[config.mk]
export PLATFORM = sky130hd
export DESIGN_NAME = pressure_scan_scheduler_flat
export DESIGN_NICKNAME = d
export VERILOG_FILES = /design/src/rtl/pressure_scan_scheduler_if.sv /design/src/rtl/pressure_scan_scheduler.sv /design/src/flat_wrapper.sv
export SDC_FILE = /design/constraint.sdc
export NUM_CORES = 1
export LEC_CHECK = 0
export ABC_AREA = 1
export BUFFER_PORTS_ARGS = -buffer_cell sky130_fd_sc_hd__buf_2
export CAP_MARGIN = 20
export CORE_MARGIN = 2
export CORE_UTILIZATION = 45
export CTS_CLUSTER_DIAMETER = 200
export DETAILED_ROUTE_END_ITERATION = 10
export GPL_ROUTABILITY_DRIVEN = 0
export GPL_TIMING_DRIVEN = 0
export PLACE_DENSITY_LB_ADDON = 0.2
export SLEW_MARGIN = 20
export SYNTH_ARGS = -nofsm -noshare
export SYNTH_HDL_FRONTEND = slang
export SYNTH_SLANG_ARGS = --single-unit
[constraint.sdc]
create_clock -name clk -period 2.9 [get_ports clk]
set_input_delay 0.435 -clock clk [delete_from_list [all_inputs] [get_ports clk]]
set_output_delay 0.435 -clock clk [all_outputs]
set_load 0.02 [all_outputs]
[src/rtl/pressure_scan_scheduler_if.sv]
// Signal bundle between pressure_scan_scheduler (master) and its surroundings (slave).
// With CHANNEL_MASK_EN defined the bundle also carries ch_mask.
interface pressure_scan_scheduler_if #(
    parameter int NUM_CH = 4
);
    localparam int CH_W = (NUM_CH > 1) ? $clog2(NUM_CH) : 1;

    logic                  scan_en;
    logic [NUM_CH*6-1:0]   ch_data;
    logic [5:0]            det_data;
    logic                  det_abnormal;
    logic [NUM_CH-1:0]     alarm_ack;
    logic [NUM_CH-1:0]     alarm;
    logic                  alarm_any;
    logic [CH_W-1:0]       cur_ch;
    logic                  scan_done;
`ifdef CHANNEL_MASK_EN
    logic [NUM_CH-1:0]     ch_mask;
`endif

    modport master (
`ifdef CHANNEL_MASK_EN
        input  ch_mask,
`endif
        input  scan_en, ch_data, det_abnormal, alarm_ack,
        output det_data, alarm, alarm_any, cur_ch, scan_done
    );

    modport slave (
`ifdef CHANNEL_MASK_EN
        output ch_mask,
`endif
        output scan_en, ch_data, det_abnormal, alarm_ack,
        input  det_data, alarm, alarm_any, cur_ch, scan_done
    );
endinterface

[src/rtl/pressure_scan_scheduler.sv]
// Round-robin scan of NUM_CH pressure channels through one shared abnormality detector,
// with per-channel debounce counters and sticky alarms. CHANNEL_MASK_EN adds per-channel skip.
//
// state  | meaning
// IDLE   | not scanning, det_data parked at 0
// DRIVE  | det_data holds the current channel, detector settling
// SAMPLE | detector verdict folded into the channel counter
// DONE   | one-cycle end-of-scan marker
// WAIT   | SCAN_GAP idle cycles before the next scan
module pressure_scan_scheduler #(
    parameter int NUM_CH   = 4,
    parameter int THRESH   = 3,
    parameter int SCAN_GAP = 2
) (
    input logic                       clk,
    input logic                       rst_n,
    pressure_scan_scheduler_if.master bus
);
    localparam int CH_W  = (NUM_CH > 1) ? $clog2(NUM_CH) : 1;
    localparam int CNT_W = $clog2(THRESH + 1);
    localparam logic [CNT_W-1:0] CNT_MAX  = CNT_W'(THRESH);
    localparam logic [7:0]       GAP_LOAD = (SCAN_GAP > 0) ? 8'(SCAN_GAP - 1) : 8'd0;

    localparam logic [2:0] IDLE   = 3'd0;
    localparam logic [2:0] DRIVE  = 3'd1;
    localparam logic [2:0] SAMPLE = 3'd2;
    localparam logic [2:0] DONE   = 3'd3;
    localparam logic [2:0] WAIT   = 3'd4;

    logic [2:0]        state, stateNxt;
    logic [CH_W-1:0]   curCh, chNxt, firstCh, nextCh;
    logic              firstVld, nextVld;
    logic [7:0]        gapCnt, gapNxt;
    logic [5:0]        detData;
    logic [NUM_CH-1:0] alarmReg, chMask, sampleHit, setHit;
    logic [CNT_W-1:0]  cnt    [NUM_CH];
    logic [CNT_W-1:0]  cntUpd [NUM_CH];
    logic [5:0]        chArr  [NUM_CH];

`ifdef CHANNEL_MASK_EN
    assign chMask = bus.ch_mask;
`else
    assign chMask = '0;
`endif

    for (genvar g = 0; g < NUM_CH; g++) begin : g_unpack
        assign chArr[g] = bus.ch_data[6*g +: 6];
    end

    // Lowest unmasked channel overall, and lowest unmasked channel above curCh.
    always_comb begin
        firstCh  = '0;
        firstVld = 1'b0;
        nextCh   = '0;
        nextVld  = 1'b0;
        for (int k = NUM_CH - 1; k >= 0; k--) begin
            if (!chMask[k]) begin
                firstCh  = CH_W'(k);
                firstVld = 1'b1;
                if (CH_W'(k) > curCh) begin
                    nextCh  = CH_W'(k);
                    nextVld = 1'b1;
                end
            end
        end
    end

    always_comb begin
        stateNxt = state;
        chNxt    = curCh;
        gapNxt   = gapCnt;
        case (state)
            IDLE: begin
                if (bus.scan_en) begin
                    stateNxt = firstVld ? DRIVE : DONE;
                    chNxt    = firstCh;
                end
            end
            DRIVE: stateNxt = SAMPLE;
            SAMPLE: begin
                if (nextVld) begin
                    stateNxt = DRIVE;
                    chNxt    = nextCh;
                end else begin
                    stateNxt = DONE;
                    chNxt    = '0;
                end
            end
            DONE: begin
                if (!bus.scan_en) begin
                    stateNxt = IDLE;
                end else if (SCAN_GAP > 0) begin
                    stateNxt = WAIT;
                    gapNxt   = GAP_LOAD;
                end else begin
                    stateNxt = firstVld ? DRIVE : DONE;
                    chNxt    = firstCh;
                end
            end
            WAIT: begin
                if (!bus.scan_en) begin
                    stateNxt = IDLE;
                end else if (gapCnt == 8'd0) begin
                    stateNxt = firstVld ? DRIVE : DONE;
                    chNxt    = firstCh;
                end else begin
                    gapNxt = gapCnt - 8'd1;
                end
            end
            default: begin
                stateNxt = IDLE;
                chNxt    = '0;
            end
        endcase
    end

    // Saturating debounce count and alarm-set condition for the channel being sampled.
    always_comb begin
        sampleHit = '0;
        setHit    = '0;
        for (int k = 0; k < NUM_CH; k++) begin
            sampleHit[k] = (state == SAMPLE) && (curCh == CH_W'(k));
            if (!bus.det_abnormal)
                cntUpd[k] = '0;
            else if (cnt[k] == CNT_MAX)
                cntUpd[k] = CNT_MAX;
            else
                cntUpd[k] = cnt[k] + CNT_W'(1);
            setHit[k] = sampleHit[k] && (cntUpd[k] == CNT_MAX);
        end
    end

    always_ff @(posedge clk) begin
        if (!rst_n) begin
            state    <= IDLE;
            curCh    <= '0;
            gapCnt   <= '0;
            detData  <= '0;
            alarmReg <= '0;
            for (int k = 0; k < NUM_CH; k++)
                cnt[k] <= '0;
        end else begin
            state  <= stateNxt;
            curCh  <= chNxt;
            gapCnt <= gapNxt;
            // Loading on entry to DRIVE gives the detector the whole DRIVE cycle to settle.
            if (stateNxt == DRIVE)
                detData <= chArr[chNxt];
            else if (stateNxt != SAMPLE)
                detData <= '0;
            for (int k = 0; k < NUM_CH; k++) begin
                if (chMask[k]) begin
                    cnt[k]      <= '0;
                    alarmReg[k] <= 1'b0;
                end else begin
                    if (sampleHit[k])
                        cnt[k] <= cntUpd[k];
                    if (setHit[k])
                        alarmReg[k] <= 1'b1;
                    else if (bus.alarm_ack[k] && (cnt[k] < CNT_MAX))
                        alarmReg[k] <= 1'b0;
                end
            end
        end
    end

    assign bus.det_data  = detData;
    assign bus.alarm     = alarmReg;
    assign bus.alarm_any = |alarmReg;
    assign bus.cur_ch    = curCh;
    assign bus.scan_done = (state == DONE);
endmodule
[src/flat_wrapper.sv]
// flat-port wrapper written by rule: the top's interface ports become plain ports
module pressure_scan_scheduler_flat 
#(
    parameter int NUM_CH   = 4,
    parameter int THRESH   = 3,
    parameter int SCAN_GAP = 2
)
  (clk, rst_n, bus_scan_en, bus_ch_data, bus_det_abnormal, bus_alarm_ack, bus_det_data, bus_alarm, bus_alarm_any, bus_cur_ch, bus_scan_done);
  pressure_scan_scheduler_if #(.NUM_CH(NUM_CH)) bus_i ();
  input logic clk;
  input logic rst_n;
  input wire logic [$bits(bus_i.scan_en)-1:0] bus_scan_en;
  input wire logic [$bits(bus_i.ch_data)-1:0] bus_ch_data;
  input wire logic [$bits(bus_i.det_abnormal)-1:0] bus_det_abnormal;
  input wire logic [$bits(bus_i.alarm_ack)-1:0] bus_alarm_ack;
  output wire logic [$bits(bus_i.det_data)-1:0] bus_det_data;
  output wire logic [$bits(bus_i.alarm)-1:0] bus_alarm;
  output wire logic [$bits(bus_i.alarm_any)-1:0] bus_alarm_any;
  output wire logic [$bits(bus_i.cur_ch)-1:0] bus_cur_ch;
  output wire logic [$bits(bus_i.scan_done)-1:0] bus_scan_done;
  assign bus_i.scan_en = bus_scan_en;
  assign bus_i.ch_data = bus_ch_data;
  assign bus_i.det_abnormal = bus_det_abnormal;
  assign bus_i.alarm_ack = bus_alarm_ack;
  assign bus_det_data = bus_i.det_data;
  assign bus_alarm = bus_i.alarm;
  assign bus_alarm_any = bus_i.alarm_any;
  assign bus_cur_ch = bus_i.cur_ch;
  assign bus_scan_done = bus_i.scan_done;
  pressure_scan_scheduler #(.NUM_CH(NUM_CH), .THRESH(THRESH), .SCAN_GAP(SCAN_GAP)) u_core (.clk(clk), .rst_n(rst_n), .bus(bus_i));
endmodule
## Word-level counts from Yosys, hierarchy flattened

Memories as Yosys holds them, arrays and structs flattened.
Index checks and enable logic that the tools add are counted.

| word-level totals | value |
|---|---|
| register bits after elaboration | 23 |
| bits in latches | 0 |
| RAM bits | 8 |
| ROM bits | 0 |
| output and inout port bits | 14 |
| word-level logic and storage cells | 133 |
| memories kept | 1 |

| cells by class | value |
|---|---|
| add/sub/neg operators | 5 |
| multipliers | 0 |
| div/mod/pow operators | 0 |
| magnitude comparators | 9 |
| equal/unequal tests | 20 |
| shifts and indexed selects | 0 |
| mux-type cells | 61 |
| bitwise logic cells | 5 |
| reductions and logical operators | 24 |

Memory list:

| memory | depth | width | read ports | clocked after memory_dff | write ports | RTL line | source |
|---|---|---|---|---|---|---|---|
| u_core.cnt | 4 | 2 | 4 | 0 | 4 | pressure_scan_scheduler.sv:36 | `logic [CNT_W-1:0] cnt [NUM_CH];` |

Operator list:

| cell | count |
|---|---|
| $mux 2 | 21 |
| $mux 1 | 25 |
| $mux 6 | 4 |
| $mux 8 | 3 |
| $eq 2x2->1 const B | 10 |
| $pmux 8 s2 | 1 |
| $pmux 3 s5 | 1 |
| $bmux 6 s2 | 1 |
| $logic_and 1x1->1 | 12 |
| $mux 3 | 4 |
| $reduce_bool 2->1 | 6 |
| $add 2x1->2 const B | 4 |
| $logic_not 8->1 | 1 |
| $lt 2x2->1 const B | 4 |
| $pmux 2 s4 | 1 |
| $sub 8x1->8 const B | 1 |
| $eq 3x1->1 const B | 2 |
| $eq 3x2->1 const B | 2 |
| $ne 2x2->1 const B | 3 |
| $gt 1x2->1 const A | 2 |
| $gt 2x2->1 const A | 2 |
| $or 1x1->1 | 4 |
| $reduce_and 4->1 | 1 |
| $reduce_or 4->1 | 1 |
| 8 further kinds | 8 |

## Depth between registers and ports, before layout

Gate-level depths: netlist of run 1.

| depth | value |
|---|---|
| depth in word-level cells | 12 |
| gate-level depth with buffers | 13 |

## Worst setup path before layout of run 1

OpenSTA, ideal clock, no wires.

| timing path | value |
|---|---|
| path kind | register to register |
| start | reg u_core.curCh[0], in the netlist u_core.bus.cur_ch[0] |
| end | reg u_core.detData[0], in the netlist u_core.bus.det_data[0] |
| data arrival time | 1.734 ns |
| required time | 2.830 ns |
| setup slack | 1.096 ns |
| stages on the path, launching flop included | 13 |
| path buffers | 1 |
| path through | dfxtp_1 > inv_1 > ha_1 > o21ai_1 > nor2_4 > nor2_4 > nand3_4 > nand2_4 > buf_6 > nand2_1 > nand3_1 > nand3_1 > a21oi_1 |

| on the way | value |
|---|---|
| word-level cells in the longest chain between the ends | 12 |

RTL lines:

| what | RTL line | source |
|---|---|---|
| start, declared | pressure_scan_scheduler.sv:31 | `logic [CH_W-1:0] curCh, chNxt, firstCh, nextCh;` |
| start signal, assigned | pressure_scan_scheduler.sv:144 | `curCh <= chNxt;` |
| $gt 2x2->1 | pressure_scan_scheduler.sv:60 | `if (CH_W'(k) > curCh) begin` |
| $mux 2 / $mux 1 (equally long branches) (4 in a row) | pressure_scan_scheduler.sv:60 |  |
| $mux 2 | pressure_scan_scheduler.sv:81 | `if (nextVld) begin` |
| $pmux 2 s4 | pressure_scan_scheduler.sv:72 | `case (state)` |
| $not 2->3 (not written as such) | pressure_scan_scheduler.sv:148 | `detData <= chArr[chNxt];` |
| $bmux 6 s2 | pressure_scan_scheduler.sv:148 |  |
| $mux 6 (not written as such) (2 in a row) | pressure_scan_scheduler.sv:148 |  |
| $mux 6 | pressure_scan_scheduler.sv:147 | `if (stateNxt == DRIVE)` |
| end signal, assigned | pressure_scan_scheduler.sv:148 |  |
| end, declared | pressure_scan_scheduler.sv:34 | `logic [5:0] detData;` |

Parallel ways exist; a longest one is shown, timed or not. The select of a mux whose other input is x is not followed.
A chain may end at the register's enable or synchronous reset.

## Worst setup path after layout of run 1

Ends and elaborated chain as after synthesis.

==> flow_metrics.py, run 1 <==
metrics = {
    "timing": {
        "period_minus_slack_ns": 1.980,
        "fin_tns_setup_ns": 0,
        "fin_skew_ns": 0.004665,
        "tightest_slew_ns": 0.5695,
        "rsz0062_at_grt": "false",
        "max_freq_ghz": 0.5051,
        "hold_viol": 0,
        "drv_slew": 0,
        "slew_headroom_pct": 61.86,
        "finalSetupViolCount": 0,
        "period_share_pct": 68.27,
    },
    "power_and_ir_drop": {
        "p_comb_share_pct": 16.2,
        "switchingPower_mw": 0.2511,
        "p_leak_nw": 1.047,
        "netSwitchingFraction_pct": 26.96,
        "p_per_area_nw_per_um2": 417.6,
        "power_frac_clock_pct": 33.8,
        "finalPower_mw": 0.9316,
        "vdd.ir_drop.worst_mv": 0.2217,
        "sequentialPowerShare_pct": 50.0,
        "p_int_mw": 0.6805,
    },
    "critical_path": {
        "worstSetupEndpointType": "flip-flop",
        "crit_fanout": 10,
        "path_class": "flip-flop to flip-flop",
        "cp.arrival_ns": 2.19,
        "crit_required_ns": 3.11,
        "crit_path_start_kind": "flip-flop",
    },
    "synth": {
        "synth.area.top_cells": "dfxtp_1 (25%), edfxtp_1 (13%), nand2_1 (10%), nand3_1 (9.9%), inv_1 (5.4%)",
        "yosys.cell_types.count": 31,
        "ys_seq_area_share_pct": 37.61,
        "synthCells": 250,
        "ys_seq_elements": 31,
        "ys_warn_count": 0,
        "synth_area_per_cell_sq_um": 7.452,
        "netlist.area_leader.share_pct": 24.71,
        "syn-num-nets": 287,
        "netlist_area_sq_um": 1863,
        "synth_area_leader_cell": "dfxtp_1",
    },
    "drt": {
        "ant_nets": 0,
        "num_vias": 1759,
        "drc": 0,
        "wl_mm": 3.958,
        "post_drt_via_cell_ratio": 4.983,
        "drt_first_pass_iters": 4,
        "drt-initial-drc-count": 59,
        "wl_per_cell_microns": 11.21,
    },
    "cts": {
        "clkTransAtPathRegs_ns": 0.06,
        "cts.sinks": 31,
        "post-cts-setup-buffers": 0,
        "cts_hold_buf": 0,
        "cts_root_buffer": "clkbuf_8",
        "tritoncts": "yes",
        "ctsResizeCount": 0,
        "clk_latency_ns": 0.28,
        "ctsLongestPathBuffers": 2,
        "htreeDepth": 2,
        "cts_buffers": 5,
    },
    "global_routing": {
        "overflow": 0,
        "grt_usage_pct": 19.68,
        "grt_antenna_before_repair": 0,
        "grt_start_max_net_pins": 11,
        "grt_pass1_wl_mm": 6.900,
        "first_global_vias": 1588,
    },
    "floorplanning": {
        "start_util_pct": 46.57,
        "core_region_area_sq_um": 4000,
        "row_count": 23,
        "dieArea_sq_um": 4671,
        "die_y_microns": 68.35,
        "design.portCount": 46,
        "die_w_microns": 68.35,
    },
    "finish": {
        "n_antenna_cell": 0,
        "area_growth_pct": 19.74,
        "fin_nets": 339,
        "drive_gt1_share_pct": 24.75,
    },
    "status": {
        "status": "completed",
    },
    "placement": {
        "io_buffers": 45,
        "dp.final_hpwl_mm": 3.081,
    },
    "hold_path": {
        "hp-class": "flip-flop to flip-flop",
    },
    "job": {
        "max_cap_violations": 0,
    },
}
-- worst paths after layout --
path                                from                     end  slack, ns  depth (start not counted)
setup / recovery    u_core.bus.cur_ch[0]  u_core.bus.det_data[0]       0.92                         12
setup reg to reg    u_core.bus.cur_ch[0]  u_core.bus.det_data[0]       0.92                         12
hold reg to reg   u_core.bus.det_data[3]  u_core.bus.det_data[3]       0.46                          2
hold / removal    u_core.bus.det_data[3]  u_core.bus.det_data[3]       0.46                          2
-- layout make-up --
cell class / count / area [sq um]
plain buffers: 5 / 50.05
clock buffers: 6 / 72.57
clock inverters: 2 / 7.507
fillers: 397 / 1769
inverters: 35 / 136.4
multi-input cells: 179 / 975.9
flip-flops and latches: 31 / 700.7
well taps: 50 / 62.56
repair buffers: 45 / 225.2
-- cells by family (layout without fill, tap and decap cells) --
logic type      count (synthesis)  after routing  share of synthesized area (%)
xor+xnor                        3              3                          1.411
flops                          31             31                          37.61
simple gates                  134            134                          36.20
buf+inv                        40             93                          10.01
fa+ha+maj                       5              5                          3.358
compound gates                 37             37                          11.42
-- cells in the mapped netlist, drive strengths merged --
cell	number
a21oi	15
a31oi	3
nand3	40
ha	5
nand4	2
o21ai	11
edfxtp	8
clkbuf	1
dlymetal6s2s	1
a21boi	3
inv	32
nand2	53
clkinv	3
dfxtp	23
buf	3
o31ai	5
nor3	2
xor2	3
nor2	36
or3	1
-- metrics by stage --
step / utilization (%) / worst slack [ns] / hold slack, ns / std cells / area, sq um
after floorplan: - / 1.096 / 0.4382 / 250 / 1863
after detailed placement: 53.77 / 0.9801 / 0.4549 / 345 / 2151
after global placement: 53.77 / 1.039 / 0.4485 / 345 / 2151
after global routing: 55.77 / 0.7433 / 0.4741 / 353 / 2231
after CTS: 55.77 / 0.9474 / 0.4541 / 353 / 2231
final: 55.77 / 0.9201 / 0.4623 / 353 / 2231
-- registers in the layout, summed over array words and instances (netlist names) --
signal               cells
u_core.bus.alarm         4
u_core.bus.cur_ch        2
u_core.bus.det_data      6
u_core.cnt               8
u_core.gapCnt            8
u_core.state             3
-- worst max-delay path: stages, from the launching register on --
cell     delay (ns)
dfxtp_1        0.46
inv_1          0.10
ha_1           0.23
o21ai_1        0.25
nor2_4         0.07
nor2_4         0.11
nand3_4        0.12
nand2_4        0.09
buf_6          0.13
nand2_1        0.06
nand3_1        0.09
nand3_1        0.07
a21oi_1        0.12
-- layout by cell type, fill, tap and decap left out, types with 3 or more instances in the layout --
cell type / instances
clkinv_1: 5
edfxtp_1: 8
buf_2: 45
buf_6: 3
nor2_1: 27
inv_1: 27
ha_1: 5
a31oi_1: 3
o21ai_0: 6
dfxtp_1: 23
a21boi_0: 3
nand3_1: 37
a21oi_1: 15
xor2_1: 3
clkbuf_8: 5
inv_2: 3
nand3_4: 3
o21ai_1: 4
nor2_2: 4
o31ai_1: 5
nand2_1: 50
nor2_4: 4
-- metal layers --
layer / vias up / wire (microns) / GRT usage, %
met5: - / 0 / 0
met4: 0 / 56 / 6.750
met3: 6 / 244 / 5.263
met2: 51 / 1792 / 30.83
met1: 778 / 1865 / 26.03
li1: 924 / - / -
-- power by group through the flow --
stage	registers (mW)	logic [mW]	clock network, mW
2_1_floorplan	0.481	0.0982	0
3_3_place_gp	0.475	0.151	0
3_5_place_dp	0.475	0.152	0
4_1_cts	0.466	0.152	0.328
5_1_grt	0.467	0.169	0.350
6_report	0.466	0.151	0.315
No activity file was read; power rests on OpenSTA's default activity.
==> run 2, diff against run 1 <==
==> constraint.sdc (replaced) <==
create_clock -name clk -period 2 [get_ports clk]
set_input_delay 0.3 -clock clk [delete_from_list [all_inputs] [get_ports clk]]
set_output_delay 0.3 -clock clk [all_outputs]
set_load 0.02 [all_outputs]
==> run 2 against run 1 <==
Compared with the run above: sequential power grew 45%; combinational power grew 46%; clock-buffer cell count is the same; sequential share of layout area shrank 0.064 points; clock power grew 46%; global-route usage is the same; setup slack lost 0.73 ns; largest power group unchanged; highest routed layer unchanged.
==> flow_metrics.py, run 2 (synthesized netlist as in run 1, its figures left out) <==
metrics = {
    "critical_path": {
        "r2r_start": "u_core.bus.cur_ch[0]",
        "setup.worst_path.start": "u_core.bus.cur_ch[0]",
        "cp.arrival_ns": 2.02,
        "path_class": "flip-flop to flip-flop",
        "r2r_cells": 12,
        "crit_required_ns": 2.21,
        "crit_fanout": 10,
        "crit_path_start_kind": "flip-flop",
        "worstSetupEndpointType": "flip-flop",
    },
    "timing": {
        "tightest_slew_ns": 0.5701,
        "period_share_pct": 90.56,
        "slew_headroom_pct": 61.82,
        "rsz0062_at_grt": "false",
        "whs_ns": 0.3220,
        "fin_skew_ns": 0.005556,
        "drv_slew": 0,
        "finalSetupViolCount": 0,
        "hold_viol": 0,
        "period_minus_slack_ns": 1.811,
        "max_freq_ghz": 0.5521,
        "fin_tns_setup_ns": 0,
    },
    "floorplanning": {
        "die_y_microns": 68.35,
        "design.portCount": 46,
        "start_util_pct": 46.57,
        "core_region_area_sq_um": 4000,
        "die_w_microns": 68.35,
        "row_count": 23,
        "dieArea_sq_um": 4671,
    },
    "finish": {
        "n_antenna_cell": 0,
        "fin_nets": 339,
        "final_core_util_pct": 56.08,
        "final_cell_mix": "nand2_1 (50), buf_2 (45), nand3_1 (37)",
        "final_common_cell": "nand2_1",
        "area_growth_pct": 20.42,
        "drive_gt1_share_pct": 26.40,
        "n_fill_cell": 396,
    },
    "hold_path": {
        "holdPathStages": 4,
        "holdCritStartpoint": "bus_alarm_ack[1]",
        "hp-class": "input port to flip-flop",
    },
    "cts": {
        "clkTransAtPathRegs_ns": 0.06,
        "tritoncts": "yes",
        "cts.sinks": 31,
        "cts_root_buffer": "clkbuf_8",
        "ctsLongestPathBuffers": 2,
        "cts_hold_buf": 0,
        "clk_latency_ns": 0.28,
        "cts_buffers": 5,
        "htreeDepth": 2,
    },
    "global_routing": {
        "grt_pass1_wl_mm": 6.900,
        "grt_antenna_before_repair": 0,
        "first_global_vias": 1588,
        "overflow": 0,
        "grt_usage_pct": 19.68,
        "grt_start_max_net_pins": 11,
    },
    "drt": {
        "wl_mm": 3.961,
        "num_vias": 1755,
        "post_drt_via_cell_ratio": 4.972,
        "wl_per_cell_microns": 11.22,
        "ant_nets": 0,
        "drc": 0,
        "drt_first_pass_iters": 4,
        "drt-initial-drc-count": 80,
    },
    "placement": {
        "io_buffers": 45,
        "dp.final_hpwl_mm": 3.081,
    },
    "power_and_ir_drop": {
        "p_leak_nw": 1.048,
        "vdd.ir_drop.worst_mv": 0.3218,
        "p_per_area_nw_per_um2": 603.6,
    },
    "job": {
        "max_cap_violations": 0,
    },
    "status": {
        "status": "completed",
    },
}
run 2: changes by cell type in the layout (fill, tap and decap cells not counted), sizes merged:
cell,delta
clkinv,-1
clkinvlp,+1
run 2: where the power goes:
part | internal, mW | switching [mW]
clock | 0.237 | 0.223
combinational | 0.0884 | 0.131
sequential | 0.662 | 0.0134
total | 0.987 | 0.367
run 2: worst paths after layout:
| path | endpoint | slack (ns) |
|---|---|---|
| setup / recovery | u_core.bus.det_data[0] | 0.19 |
| hold / removal | u_core.bus.alarm[1] | 0.32 |
| setup reg to reg | u_core.bus.det_data[0] | 0.19 |
| hold reg to reg | u_core.bus.det_data[3] | 0.46 |
run 2: per-stage QoR:
| stage | power (mW) | instance area [sq um] | setup WS (ns) | cells |
|---|---|---|---|---|
| floorplan | 0.8397 | 1863 | 0.1957 | 250 |
| global placement | 0.9076 | 2151 | 0.1387 | 345 |
| detailed placement | 0.9087 | 2151 | 0.08009 | 345 |
| CTS | 1.372 | 2231 | 0.04744 | 353 |
| global route | 1.431 | 2243 | 0.01125 | 353 |
| finish | 1.354 | 2243 | 0.1889 | 353 |
run 2: timing repair:
action | CTS | global route
buffers inserted | 0 | 0
setup endpoints to repair | 0 | 6
gates resized for setup | 0 | 5
endpoints found under the hold margin | 0 | 0
run 2: layout make-up:
type,instances,area [sq um],area share (%)
sequential,31,703.2,31.34
buffer,5,50.05,2.231
clock buffer,6,72.57,3.235
multi-input combinational,179,982.2,43.78
clock inverter,2,7.507,0.3346
tap,50,62.56,2.789
timing repair buffer,45,225.2,10.04
inverter,35,140.1,6.247
run 2: layer usage:
metal	GRT usage (%)	vias up	part of all wire (%)
met5	0	-	0
met4	6.750	0	1.6
met3	5.263	6	6.2
met2	30.83	47	45
met1	26.03	778	47
li1	-	924	-
run 2: critical path: stages, from the launching register on:
cell	delay [ns]
dfxtp_2	0.39
inv_1	0.08
ha_1	0.23
o21ai_2	0.20
nor2_4	0.06
nor2_4	0.10
nand3_4	0.12
nand2_4	0.09
buf_6	0.13
nand2_1	0.06
nand3_1	0.08
nand3_1	0.07
a21oi_1	0.12
